$ cat src/rtl/button_gesture_ctrl_if.sv
// Signal bundle between the button front end, the gesture classifier and its consumers.
// The master side drives the conditioned button signals; the slave side returns gesture pulses.
interface button_gesture_ctrl_if;
  logic en;
  logic level;
  logic p_edge;
  logic n_edge;
  logic short_press;
  logic double_click;
  logic long_press;
  logic repeat_pulse;
  logic busy;

  modport master (
    output en, level, p_edge, n_edge,
    input  short_press, double_click, long_press, repeat_pulse, busy
  );

  modport slave (
    input  en, level, p_edge, n_edge,
    output short_press, double_click, long_press, repeat_pulse, busy
  );
endinterface

$ cat src/rtl/button_gesture_ctrl.sv
// Classifies debounced button presses into short press, double click, long press and auto-repeat.
// One FSM with a single shared timing counter; every gesture output is a registered one-cycle pulse.
module button_gesture_ctrl #(
  parameter int LONG_CYCLES   = 50_000_000,
  parameter int GAP_CYCLES    = 25_000_000,
  parameter int REPEAT_CYCLES = 10_000_000
) (
  input  logic                 clk,
  input  logic                 reset,
  button_gesture_ctrl_if.slave bus
);

  localparam int MAX_LG  = (LONG_CYCLES > GAP_CYCLES) ? LONG_CYCLES : GAP_CYCLES;
  localparam int MAX_CYC = (MAX_LG > REPEAT_CYCLES) ? MAX_LG : REPEAT_CYCLES;
  localparam int CW      = $clog2(MAX_CYC + 1);

  localparam logic [CW-1:0] LONG_LAST   = CW'(LONG_CYCLES - 1);
  localparam logic [CW-1:0] GAP_LAST    = CW'(GAP_CYCLES - 1);
  localparam logic [CW-1:0] REPEAT_LAST = CW'(REPEAT_CYCLES - 1);

  typedef enum logic [2:0] {
    IDLE,
    PRESS1,
    GAP,
    PRESS2,
    HELD
  } state_t;

  state_t        r_state;
  logic [CW-1:0] r_cnt;
  logic          r_short_press;
  logic          r_double_click;
  logic          r_long_press;
  logic          r_repeat;

  // A coincident release masks a press, so only an isolated p_edge counts as a press.
  logic w_press;
  logic w_release;

  assign w_press   = bus.p_edge & ~bus.n_edge;
  assign w_release = bus.n_edge;

  always_ff @(posedge clk) begin
    if (reset) begin
      r_state        <= IDLE;
      r_cnt          <= '0;
      r_short_press  <= 1'b0;
      r_double_click <= 1'b0;
      r_long_press   <= 1'b0;
      r_repeat       <= 1'b0;
    end else begin
      r_short_press  <= 1'b0;
      r_double_click <= 1'b0;
      r_long_press   <= 1'b0;
      r_repeat       <= 1'b0;

      if (!bus.en) begin
        r_state <= IDLE;
        r_cnt   <= '0;
      end else begin
        case (r_state)
          IDLE: begin
            if (w_press) begin
              r_state <= PRESS1;
              r_cnt   <= '0;
            end else begin
              r_cnt <= r_cnt + 1'b1;
            end
          end

          PRESS1: begin
            if (w_release) begin
              r_state <= GAP;
              r_cnt   <= '0;
            end else if (r_cnt == LONG_LAST) begin
              r_state      <= HELD;
              r_cnt        <= '0;
              r_long_press <= 1'b1;
            end else begin
              r_cnt <= r_cnt + 1'b1;
            end
          end

          // A press landing on the expiry cycle still wins over the timeout.
          GAP: begin
            if (w_press) begin
              r_state <= PRESS2;
              r_cnt   <= '0;
            end else if (r_cnt == GAP_LAST) begin
              r_state       <= IDLE;
              r_cnt         <= '0;
              r_short_press <= 1'b1;
            end else begin
              r_cnt <= r_cnt + 1'b1;
            end
          end

          PRESS2: begin
            if (w_release) begin
              r_state        <= IDLE;
              r_cnt          <= '0;
              r_double_click <= 1'b1;
            end else if (r_cnt == LONG_LAST) begin
              r_state      <= HELD;
              r_cnt        <= '0;
              r_long_press <= 1'b1;
            end else begin
              r_cnt <= r_cnt + 1'b1;
            end
          end

          // The level check catches a release whose edge pulse was lost upstream.
          HELD: begin
            if (w_release || !bus.level) begin
              r_state <= IDLE;
              r_cnt   <= '0;
            end else if (r_cnt == REPEAT_LAST) begin
              r_cnt    <= '0;
              r_repeat <= 1'b1;
            end else begin
              r_cnt <= r_cnt + 1'b1;
            end
          end

          default: begin
            r_state <= IDLE;
            r_cnt   <= '0;
          end
        endcase
      end
    end
  end

  assign bus.short_press  = r_short_press;
  assign bus.double_click = r_double_click;
  assign bus.long_press   = r_long_press;
  assign bus.repeat_pulse = r_repeat;
  assign bus.busy         = (r_state != IDLE);

endmodule
$ cat src/flat_wrapper.sv
// flat-port wrapper written by rule: the top's interface ports become plain ports
module button_gesture_ctrl_flat 
#(
  parameter int LONG_CYCLES   = 50_000_000,
  parameter int GAP_CYCLES    = 25_000_000,
  parameter int REPEAT_CYCLES = 10_000_000
)
  (clk, reset, bus_en, bus_level, bus_p_edge, bus_n_edge, bus_short_press, bus_double_click, bus_long_press, bus_repeat_pulse, bus_busy);
  button_gesture_ctrl_if bus_i ();
  input  logic clk;
  input  logic reset;
  input wire logic [$bits(bus_i.en)-1:0] bus_en;
  input wire logic [$bits(bus_i.level)-1:0] bus_level;
  input wire logic [$bits(bus_i.p_edge)-1:0] bus_p_edge;
  input wire logic [$bits(bus_i.n_edge)-1:0] bus_n_edge;
  output wire logic [$bits(bus_i.short_press)-1:0] bus_short_press;
  output wire logic [$bits(bus_i.double_click)-1:0] bus_double_click;
  output wire logic [$bits(bus_i.long_press)-1:0] bus_long_press;
  output wire logic [$bits(bus_i.repeat_pulse)-1:0] bus_repeat_pulse;
  output wire logic [$bits(bus_i.busy)-1:0] bus_busy;
  assign bus_i.en = bus_en;
  assign bus_i.level = bus_level;
  assign bus_i.p_edge = bus_p_edge;
  assign bus_i.n_edge = bus_n_edge;
  assign bus_short_press = bus_i.short_press;
  assign bus_double_click = bus_i.double_click;
  assign bus_long_press = bus_i.long_press;
  assign bus_repeat_pulse = bus_i.repeat_pulse;
  assign bus_busy = bus_i.busy;
  button_gesture_ctrl #(.LONG_CYCLES(LONG_CYCLES), .GAP_CYCLES(GAP_CYCLES), .REPEAT_CYCLES(REPEAT_CYCLES)) u_core (.clk(clk), .reset(reset), .bus(bus_i));
endmodule
$ cat config.mk
export PLATFORM = sky130hd
export DESIGN_NAME = button_gesture_ctrl_flat
export DESIGN_NICKNAME = d
export VERILOG_FILES = /design/src/rtl/button_gesture_ctrl_if.sv /design/src/rtl/button_gesture_ctrl.sv /design/src/flat_wrapper.sv
export SDC_FILE = /design/constraint.sdc
export NUM_CORES = 1
export LEC_CHECK = 0
export CAP_MARGIN = 25
export CELL_PAD_IN_SITES_DETAIL_PLACEMENT = 0
export CELL_PAD_IN_SITES_GLOBAL_PLACEMENT = 1
export CORE_MARGIN = 3
export CORE_UTILIZATION = 40
export CTS_CLUSTER_SIZE = 24
export DETAILED_ROUTE_END_ITERATION = 8
export PLACE_DENSITY_LB_ADDON = 0.1
export SLEW_MARGIN = 20
export SYNTH_ARGS = -nofsm -noshare
export SYNTH_HDL_FRONTEND = slang
export SYNTH_SLANG_ARGS = --single-unit
export TNS_END_PERCENT = 5
$ cat constraint.sdc
create_clock -name clk -period 5.15 [get_ports clk]
set_clock_uncertainty 0.2 [all_clocks]
set_input_delay 1.03 -clock clk [delete_from_list [all_inputs] [get_ports clk]]
set_output_delay 1.03 -clock clk [all_outputs]
set_load 0.03 [all_outputs]
==> results.yml, run 1 <==
layout:
  utilization_pct: 48.76
  drive_above_1_share_pct: 10.19
  fin_nets: 212
  fill_cells: 397
  synthToLayoutAreaGrowth_pct: 12.29
  seq_area_um2: 660.6
  multi_input_area_um2: 1054
  num_antenna_cells: 0
timing:
  fin_ws_ns: 2.250
  tightest_slew_ns: 0.6568
  timing.final.crit_share_pct: 56.31
  drv_slew: 0
  period_needed_ns: 2.900
  rsz0062_at_grt: "false"
  slew-limit-headroom_pct: 56.10
  setup-tns-final_ns: 0
  fmaxAchievable_mhz: 344.8
  hold_violations: 0
  setup_viol: 0
worst_hold_path:
  hold_path_depth: 2
  min_from: "u_core.r_cnt[25]"
  hold-path-endpoint: "u_core.r_cnt[25]"
  hp-class: "flip-flop to flip-flop"
clock_network:
  clkLatencyLatePin_ns: 0.29
  htreeDepth: 2
  post_cts_buffers: 0
  ctsRootBufferMaster: "clkbuf_8"
  cts_resized: 0
  numCtsBuffers: 5
  path_clk_slew_ns: 0.07
  cts_tree: "built"
  cts_sinks: 33
  clk_path_buf_depth: 2
  hold_buffers: 0
placed_design:
  pre_cts_ws_ns: 1.986
  port_buffers: 10
  routabilityCongestion: 0.8093
  place_hpwl_um: 3199
drt:
  first_pass_iters: 4
  antenna_left: 0
  drtIter0Drc: 121
  wl_per_cell_um: 18.18
  finalWirelength_um: 4654
  via_per_inst: 6.500
  vias: 1664
  post-route-drc-count: 0
global_routing:
  grt_use_met2_pct: 29.10
  grt_pass1_wl_um: 7824
  antenna_found_initial: 0
  track_usage_pct: 18.66
  grt_max_degree: 27
  grtUsageMet3_pct: 3.420
  grt-ovfl-total: 0
  met1_usage_pct: 25.97
  grt.busiest_layer: "met2"
  grt_pass1_vias: 1574
pwr:
  powerDensity_nw_per_um2: 242.9
  ir_drop_uv: 122.2
  p_leak_nw: 0.5538
floorplan:
  placeableCoreArea_um2: 4173
  dieArea_um2: 5373
  die_h_um: 73.30
  start_util_pct: 43.42
  die_x_um: 73.30
  std_cell_rows: 23
  io_pins: 11
yosys:
  syn_inst: 197
  synth_cell_types: 42
  synth_edf_count: 0
  synth_nets: 204
  syn-cell-area_um2: 1812
  synth-seq-area-share_pct: 36.46
  synth-main-ff-cell: "dfxtp_1"
  ys.warnings.count: 0
  synthArstFlopShare_pct: 0
  synth_area_per_cell_um2: 9.197
  ys_ff_latch: 33
setup_path:
  crit_type: "primary input to flip-flop"
  crit_fanout: 18
  arrival_ns: 2.90
  cp-end-kind: "flip-flop"
  reg2reg_slack_ns: 2.67
  reg2reg_to: "u_core.r_cnt[14]"
  critPathMaxStageDelay_ns: 0.47
  cp_slowest_cell: "clkdlybuf4s50_1"
  path_cells: "clkdlybuf4s50_1 > or3b_4 > nor3_1 > o31ai_4 > buf_8 > a32oi_1"
  worstPathRequired_ns: 5.15
  rr_startpoint: "u_core.r_cnt[0]"
  reg2regPathDepth: 6
  cp-start-kind: "primary input"
outcome:
  status: "completed"
flow_run:
  cap_violations: 0
==> flip-flops by register name (all words and copies together) (netlist names) <==
register	cells
u_core.bus.long_press	1
u_core.bus.short_press	1
u_core.r_cnt	26
u_core.bus.double_click	1
u_core.bus.repeat_pulse	1
u_core.r_state	3
==> power breakdown <==
group          internal (mW)  switching [mW]  leakage (nW)
Clock                  0.121          0.0984        0.0542
Combinational        0.00824         0.00916         0.234
Sequential             0.256         0.00141         0.266
==> cell usage after synthesis (6+ instances only) <==
| master | n | share of area (%) |
|---|---|---|
| dfxtp_1 | 33 | 36 |
| a31oi_1 | 15 | 5.2 |
| nand3_1 | 15 | 4.1 |
| a32oi_1 | 11 | 5.3 |
| o31ai_1 | 10 | 4.1 |
| nand2_1 | 9 | 1.9 |
| nand4_1 | 9 | 3.1 |
| nor2_1 | 8 | 1.7 |
| nor4_1 | 8 | 2.8 |
| or4_1 | 8 | 3.3 |
| xnor2_1 | 8 | 3.9 |
| inv_1 | 7 | 1.5 |
| and4_1 | 6 | 2.9 |
| buf_2 | 6 | 1.7 |
==> layout by cell type (no fill, tap or decap), types with 2 or more instances in the layout <==
| cell | Yosys | layout |
|---|---|---|
| dfxtp_1 | 33 | 33 |
| nand3_1 | 15 | 15 |
| a31oi_1 | 15 | 15 |
| a32oi_1 | 11 | 11 |
| o31ai_1 | 10 | 10 |
| clkdlybuf4s50_1 | 0 | 10 |
| nand4_1 | 9 | 9 |
| nand2_1 | 9 | 9 |
| nor2_1 | 8 | 8 |
| nor4_1 | 8 | 8 |
| xnor2_1 | 8 | 8 |
| or4_1 | 8 | 8 |
| inv_1 | 7 | 7 |
| clkbuf_8 | 0 | 7 |
| and4_1 | 6 | 6 |
| xor2_1 | 5 | 5 |
| and3_1 | 4 | 4 |
| nor2b_1 | 3 | 3 |
| nor3_1 | 3 | 3 |
| and4bb_2 | 2 | 2 |
| o31ai_4 | 2 | 2 |
| o21ai_0 | 2 | 2 |
| buf_8 | 0 | 2 |
==> how the worst max path moves through the flow <==
stage          startpoint               end  slack (ns)  depth (start not counted)
4_1_cts            bus_en  u_core.r_cnt[17]        2.27                          5
5_1_grt            bus_en  u_core.r_cnt[14]        2.16                          6
2_1_floorplan       reset  u_core.r_cnt[20]        2.62                          5
6_report           bus_en  u_core.r_cnt[14]        2.25                          6
3_3_place_gp       bus_en  u_core.r_cnt[19]        2.03                          5
3_5_place_dp       bus_en  u_core.r_cnt[17]        1.99                          5
==> stage by stage <==
stage	hold WS, ns	total power [mW]	instances	cell area, µm²
6_report	0.2899	0.4942	256	2034
5_1_grt	0.3324	0.5092	256	2034
4_1_cts	0.2929	0.4988	254	2004
3_5_place_dp	0.2831	0.2792	246	1903
3_3_place_gp	0.2771	0.2789	246	1903
2_1_floorplan	0.2532	0.2726	197	1812
==> per-layer routing <==
layer  share of wire (%)  vias to the layer above
met4                 1.4                        0
li1                    -                      804
met3                 5.0                        9
met1                  49                      803
met5                   0                        -
met2                  45                       48
==> cell type report <==
type                    count  share of cell area (%)
multi-input cells         146                   51.78
flip-flops and latches     33                   32.47
repair buffers             12                   6.396
clock buffers               7                   4.736
well taps                  50                   3.075
inverters                   7                   1.292
clock inverters             1                  0.2460
==> kinds of logic after synthesis <==
kind of cell | Yosys count | share of synthesized area (%)
compound gates | 45 | 20.23
xor+xnor | 13 | 6.285
fa+ha+maj | 1 | 0.6905
buf+inv | 18 | 5.387
flops | 33 | 36.46
simple gates | 87 | 30.94
==> critical path: cells and delay by family <==
kind	cells	cell delay [ns]
and+or+nand+nor	2	0.77
AOI/OAI and AO/OA	2	0.43
buffers and inverters	2	0.68
Power figures use the tool's default switching activity.
==> run 2: changes to the inputs <==
==> constraint.sdc (replaced) <==
create_clock -name clk -period 2.89 [get_ports clk]
set_clock_uncertainty 0.2 [all_clocks]
set_input_delay 0.578 -clock clk [delete_from_list [all_inputs] [get_ports clk]]
set_output_delay 0.578 -clock clk [all_outputs]
set_load 0.03 [all_outputs]
==> results.yml, run 2 (synthesized netlist as in run 1, its figures left out) <==
global_routing:
  grt_max_degree: 27
  track_usage_pct: 18.57
  grt_pass1_wl_um: 7797
  antenna_found_initial: 0
  grt-ovfl-total: 0
  grt_pass1_vias: 1668
placed_design:
  dp.cells: 247
  pre_cts_ws_ns: 0.09234
  routabilityCongestion: 0.8127
  place_hpwl_um: 3149
  port_buffers: 10
timing:
  slew-limit-headroom_pct: 53.93
  fmaxAchievable_mhz: 397.9
  hold_violations: 0
  fin_ws_ns: 0.3767
  setup_viol: 0
  drv_slew: 0
  tightest_slew_ns: 0.6892
  timing.final.crit_share_pct: 86.97
  setup-tns-final_ns: 0
  rsz0062_at_grt: "false"
  period_needed_ns: 2.513
setup_path:
  worstPathRequired_ns: 2.82
  reg2regPathDepth: 6
  rr_startpoint: "u_core.r_cnt[0]"
  arrival_ns: 2.45
  critPathMaxStageDelay_ns: 0.59
  crit_cells: 6
  path_cells: "ha_1 > and3_1 > nand4_4 > o31ai_4 > buf_8 > a32oi_1"
  crit_type: "flip-flop to flip-flop"
  cp_slowest_cell: "o31ai_4"
  crit_family: "compound AO/OA/AOI/OAI gates"
  crit_start: "u_core.r_cnt[0]"
  cp-end-kind: "flip-flop"
  path_buf_inv: 1
  cp-start-kind: "flip-flop"
  crit_fanout: 17
pwr:
  ir_drop_uv: 217.8
  p_leak_nw: 0.5564
  powerDensity_nw_per_um2: 429.1
  power_mw: 0.8746
worst_hold_path:
  hold_path_depth: 1
  min_from: "u_core.r_cnt[0]"
  hp-class: "flip-flop to flip-flop"
clock_network:
  post_cts_buffers: 0
  cts_tree: "built"
  clkLatencyLatePin_ns: 0.28
  clk_path_buf_depth: 2
  numCtsBuffers: 5
  path_clk_slew_ns: 0.07
  cts_sinks: 33
  htreeDepth: 2
  cts_resized: 0
  hold_buffers: 0
  ctsRootBufferMaster: "clkbuf_8"
drt:
  drtIter0Drc: 78
  wl_per_cell_um: 17.71
  finalWirelength_um: 4551
  first_pass_iters: 4
  via_per_inst: 6.401
  vias: 1645
  antenna_left: 0
  post-route-drc-count: 0
floorplan:
  io_pins: 11
  start_util_pct: 43.42
  die_h_um: 73.30
  die_x_um: 73.30
  dieArea_um2: 5373
  std_cell_rows: 23
  placeableCoreArea_um2: 4173
layout:
  synthToLayoutAreaGrowth_pct: 12.50
  instances_no_fill: 257
  top_register: "u_core.r_cnt"
  layout_commonest_cell: "dfxtp_1"
  num_antenna_cells: 0
  fill_cells: 377
  drive_above_1_share_pct: 10.63
  top_regs: "u_core.r_cnt: 26 flops, u_core.r_state: 3 flops"
  fin_nets: 213
  seq_area_um2: 660.6
  layout_common_cells: "dfxtp_1 (33), nand3_1 (15), a31oi_1 (15), a32oi_1 (11)"
  multi_input_area_um2: 1054
  utilization_pct: 48.85
  largest_register_ffs: 26
outcome:
  status: "completed"
flow_run:
  cap_violations: 0
## run 2: changes by cell type in the layout (fill, tap and decap cells not counted)
| cell | before | now |
|---|---|---|
| buf_4 | 0 | 1 |
| buf_6 | 0 | 1 |
| buf_8 | 2 | 1 |
## run 2: layout make-up
class,count,share of cell area (%)
multi-input cells,146,51.69
flip-flops and latches,33,32.41
repair buffers,13,6.568
clock buffers,7,4.727
well taps,50,3.069
inverters,7,1.289
clock inverters,1,0.2455
## run 2: metrics by stage
step / hold slack, ns / cell area, µm²
6_report: 0.3084 / 2038
5_1_grt: 0.3340 / 2038
4_1_cts: 0.3024 / 2012
3_5_place_dp: 0.2931 / 1911
3_3_place_gp: 0.2769 / 1911
2_1_floorplan: 0.2532 / 1812
## run 2: path summary, 6_finish.rpt
| path | end | slack [ns] |
|---|---|---|
| min reg2reg | u_core.r_cnt[0] | 0.31 |
| max | u_core.r_cnt[14] | 0.38 |
| min | u_core.r_cnt[0] | 0.31 |
| max reg2reg | u_core.r_cnt[14] | 0.38 |
## run 2: per-layer routing
| layer | up-vias | GRT usage (%) | part of all wire, % |
|---|---|---|---|
| met5 | - | 0 | 0 |
| met4 | 0 | 7.847 | 0.79 |
| met3 | 4 | 4.651 | 5.6 |
| met2 | 47 | 27.51 | 46 |
| met1 | 789 | 25.61 | 48 |
| li1 | 805 | - | - |
## run 2: power breakdown
group / total [mW] / internal, mW / switching [mW]
clock: 0.385 / 0.215 / 0.170
combinational: 0.0305 / 0.0141 / 0.0163
sequential: 0.459 / 0.456 / 0.00247
==> run 3: changes to the inputs <==
--- a/config.mk
+++ b/config.mk
@@ -5,6 +5,7 @@
 export SDC_FILE = /design/constraint.sdc
 export NUM_CORES = 1
 export LEC_CHECK = 0
+export ABC_AREA = 1
 export CAP_MARGIN = 25
 export CELL_PAD_IN_SITES_DETAIL_PLACEMENT = 0
 export CELL_PAD_IN_SITES_GLOBAL_PLACEMENT = 1
==> results.yml, run 3 <==
drt:
  finalWirelength_um: 5141
  post-route-drc-count: 0
  antenna_left: 0
  drtIter0Drc: 132
  vias: 1893
  via_per_inst: 4.817
  wl_per_cell_um: 13.08
  first_pass_iters: 4
yosys:
  synth-simple-area-share_pct: 48.13
  yosysMostFrequentCell: "nand2_1"
  synth_nets: 318
  yosys-top-cells-area: "dfxtp_1 (32%), nand2_1 (13%), nor2_1 (8.7%)"
  synth_common_cells: "nand2_1 (70), nor2_1 (48), inv_1 (43)"
  synth-main-ff-cell: "dfxtp_1"
  yosys.area_share.adder_pct: 0.6031
  syn_inst: 311
  synthArstFlopShare_pct: 0
  synth_xor_area_share_pct: 7.177
  synth_edf_count: 0
  synthMuxAreaShare_pct: 0
  yosysTopAreaCell: "dfxtp_1"
  synth_cell_types: 27
  synth-seq-area-share_pct: 31.85
  synth_top_family_by_area: "simple AND/OR/NAND/NOR gates"
  synth_area_per_cell_um2: 6.670
  synth-compound-area-share_pct: 2.171
  synth_top_area_share_pct: 31.85
  syn-cell-area_um2: 2074
  ys.warnings.count: 0
  ys_ff_latch: 33
timing:
  tightest_slew_ns: 0.4069
  setup-tns-final_ns: 0
  slew-limit-headroom_pct: 72.87
  timing.final.crit_share_pct: 80.93
  hold_violations: 0
  drv_slew: 0
  setup_viol: 0
  period_needed_ns: 2.339
  rsz0062_at_grt: "false"
  fmaxAchievable_mhz: 427.5
pwr:
  pwr-share-comb_pct: 4.3
  p_switching_mw: 0.1866
  p_clk_share_pct: 41.4
  switching_share_pct: 22.07
  powerDensity_nw_per_um2: 366.8
  power_mw: 0.8454
  seqPwrFrac_pct: 54.2
  ir_drop_uv: 261.8
  p_leak_nw: 0.8440
  internal-power_mw: 0.6588
clock_network:
  numCtsBuffers: 5
  ctsRootBufferMaster: "clkbuf_8"
  htreeDepth: 2
  cts_sinks: 33
  hold_buffers: 0
  cts_resized: 0
  post_cts_buffers: 0
  clkLatencyLatePin_ns: 0.28
  path_clk_slew_ns: 0.07
  cts_tree: "built"
  clk_path_buf_depth: 2
layout:
  fin_nets: 333
  postLayoutCellArea_um2: 2305
  top_register: "u_core.r_cnt"
  largest_register_ffs: 26
  top_regs: "u_core.r_cnt: 26 flops, u_core.r_state: 3 flops"
  num_antenna_cells: 0
  synthToLayoutAreaGrowth_pct: 11.10
  drive_above_1_share_pct: 13.19
  layout_commonest_cell: "nand2_1"
  fill_cells: 545
  layout_common_cells: "nand2_1 (70), nor2_1 (48), inv_1 (43), dfxtp_1 (33), nor2_2 (22)"
floorplan:
  die_h_um: 78.02
  io_pins: 11
  dieArea_um2: 6086
  std_cell_rows: 25
  start_util_pct: 42.51
  placeableCoreArea_um2: 4880
  die_x_um: 78.02
global_routing:
  grt_use_met2_pct: 29.20
  met1_usage_pct: 24.73
  grtUsageMet3_pct: 3.784
  track_usage_pct: 18.29
  grt-ovfl-total: 0
  grt.busiest_layer: "met2"
  grt_pass1_wl_um: 8714
  grt_pass1_vias: 1809
  grt_max_degree: 26
  antenna_found_initial: 0
setup_path:
  path_buf_inv: 2
  crit_family: "buffers and inverters"
  crit_start: "u_core.r_state[2]"
  critPathMaxStageDelay_ns: 0.67
  arrival_ns: 1.56
  worstPathRequired_ns: 2.11
  crit_type: "flip-flop to output port"
  cp-start-kind: "flip-flop"
  rr_startpoint: "u_core.r_cnt[0]"
  cp_slowest_cell: "clkdlybuf4s50_1"
  reg2reg_slack_ns: 0.73
  crit_fanout: 6
  path_cells: "inv_1 > nand2_1 > clkdlybuf4s50_1"
  cp-end-kind: "output port"
placed_design:
  routabilityCongestion: 0.8721
  place_hpwl_um: 4094
  placed_area_um2: 2218
  port_buffers: 10
worst_hold_path:
  min_from: "u_core.r_cnt[0]"
  hp-class: "flip-flop to flip-flop"
outcome:
  status: "completed"
flow_run:
  cap_violations: 0
==> run 3: final cells by class <==
cell class	count	area [µm²]	area share (%)
Inverter	45	168.9	7.329
Multi-Input combinational cell	231	1205	52.28
Tap cell	67	83.83	3.637
Timing Repair Buffer	10	100.1	4.343
Sequential cell	33	660.6	28.66
Clock buffer	7	86.33	3.746
==> run 3: metrics by stage <==
stage          setup WS (ns)  hold WS [ns]  util (%)  std cells
3_5_place_dp          0.4899        0.2822     45.46        386
4_1_cts               0.5513        0.2980     47.23        393
6_report              0.5511        0.2911     47.23        393
2_1_floorplan          1.062        0.2388         -        311
3_3_place_gp          0.5325        0.2761     45.46        386
5_1_grt               0.4713        0.3331     47.23        393
==> run 3: metal layers <==
metal  wire length, µm  vias to the layer above
li1                  -                     1004
met1              2570                      843
met2              2277                       40
met3               234                        6
met4                59                        0
met5                 0                        -
==> run 3: cell families after synthesis <==
group / Yosys count
buffers and inverters: 47
adder cells (fa/ha/maj): 1
AND/OR/NAND/NOR: 206
flip-flops: 33
AO/OA/AOI/OAI: 7
XOR/XNOR: 17
==> run 3: worst paths after layout <==
check / cells after the start / to
worst min-delay path: 1 / u_core.r_cnt[0]
worst max register to register: 10 / u_core.r_cnt[7]
worst min register to register: 1 / u_core.r_cnt[0]
worst max-delay path: 3 / bus_busy
==> run 3: power groups by stage <==
stage                     logic, mW  clock network, mW  registers (mW)
after floorplan              0.0309                  0           0.468
after global placement       0.0374                  0           0.469
after detailed placement     0.0370                  0           0.469
after CTS                    0.0372              0.363           0.459
after global routing         0.0411              0.388           0.459
final                        0.0364              0.350           0.459
==> run 3: worst register-to-register path, stage by stage, from the launching register on <==
cell	delay (ns)
dfxtp_1	0.41
ha_1	0.21
nand2_2	0.12
nor2_8	0.16
nand3_2	0.12
inv_1	0.10
nand3_1	0.10
nand2_1	0.09
nand3_2	0.10
nand2_4	0.32
nor2_1	0.08
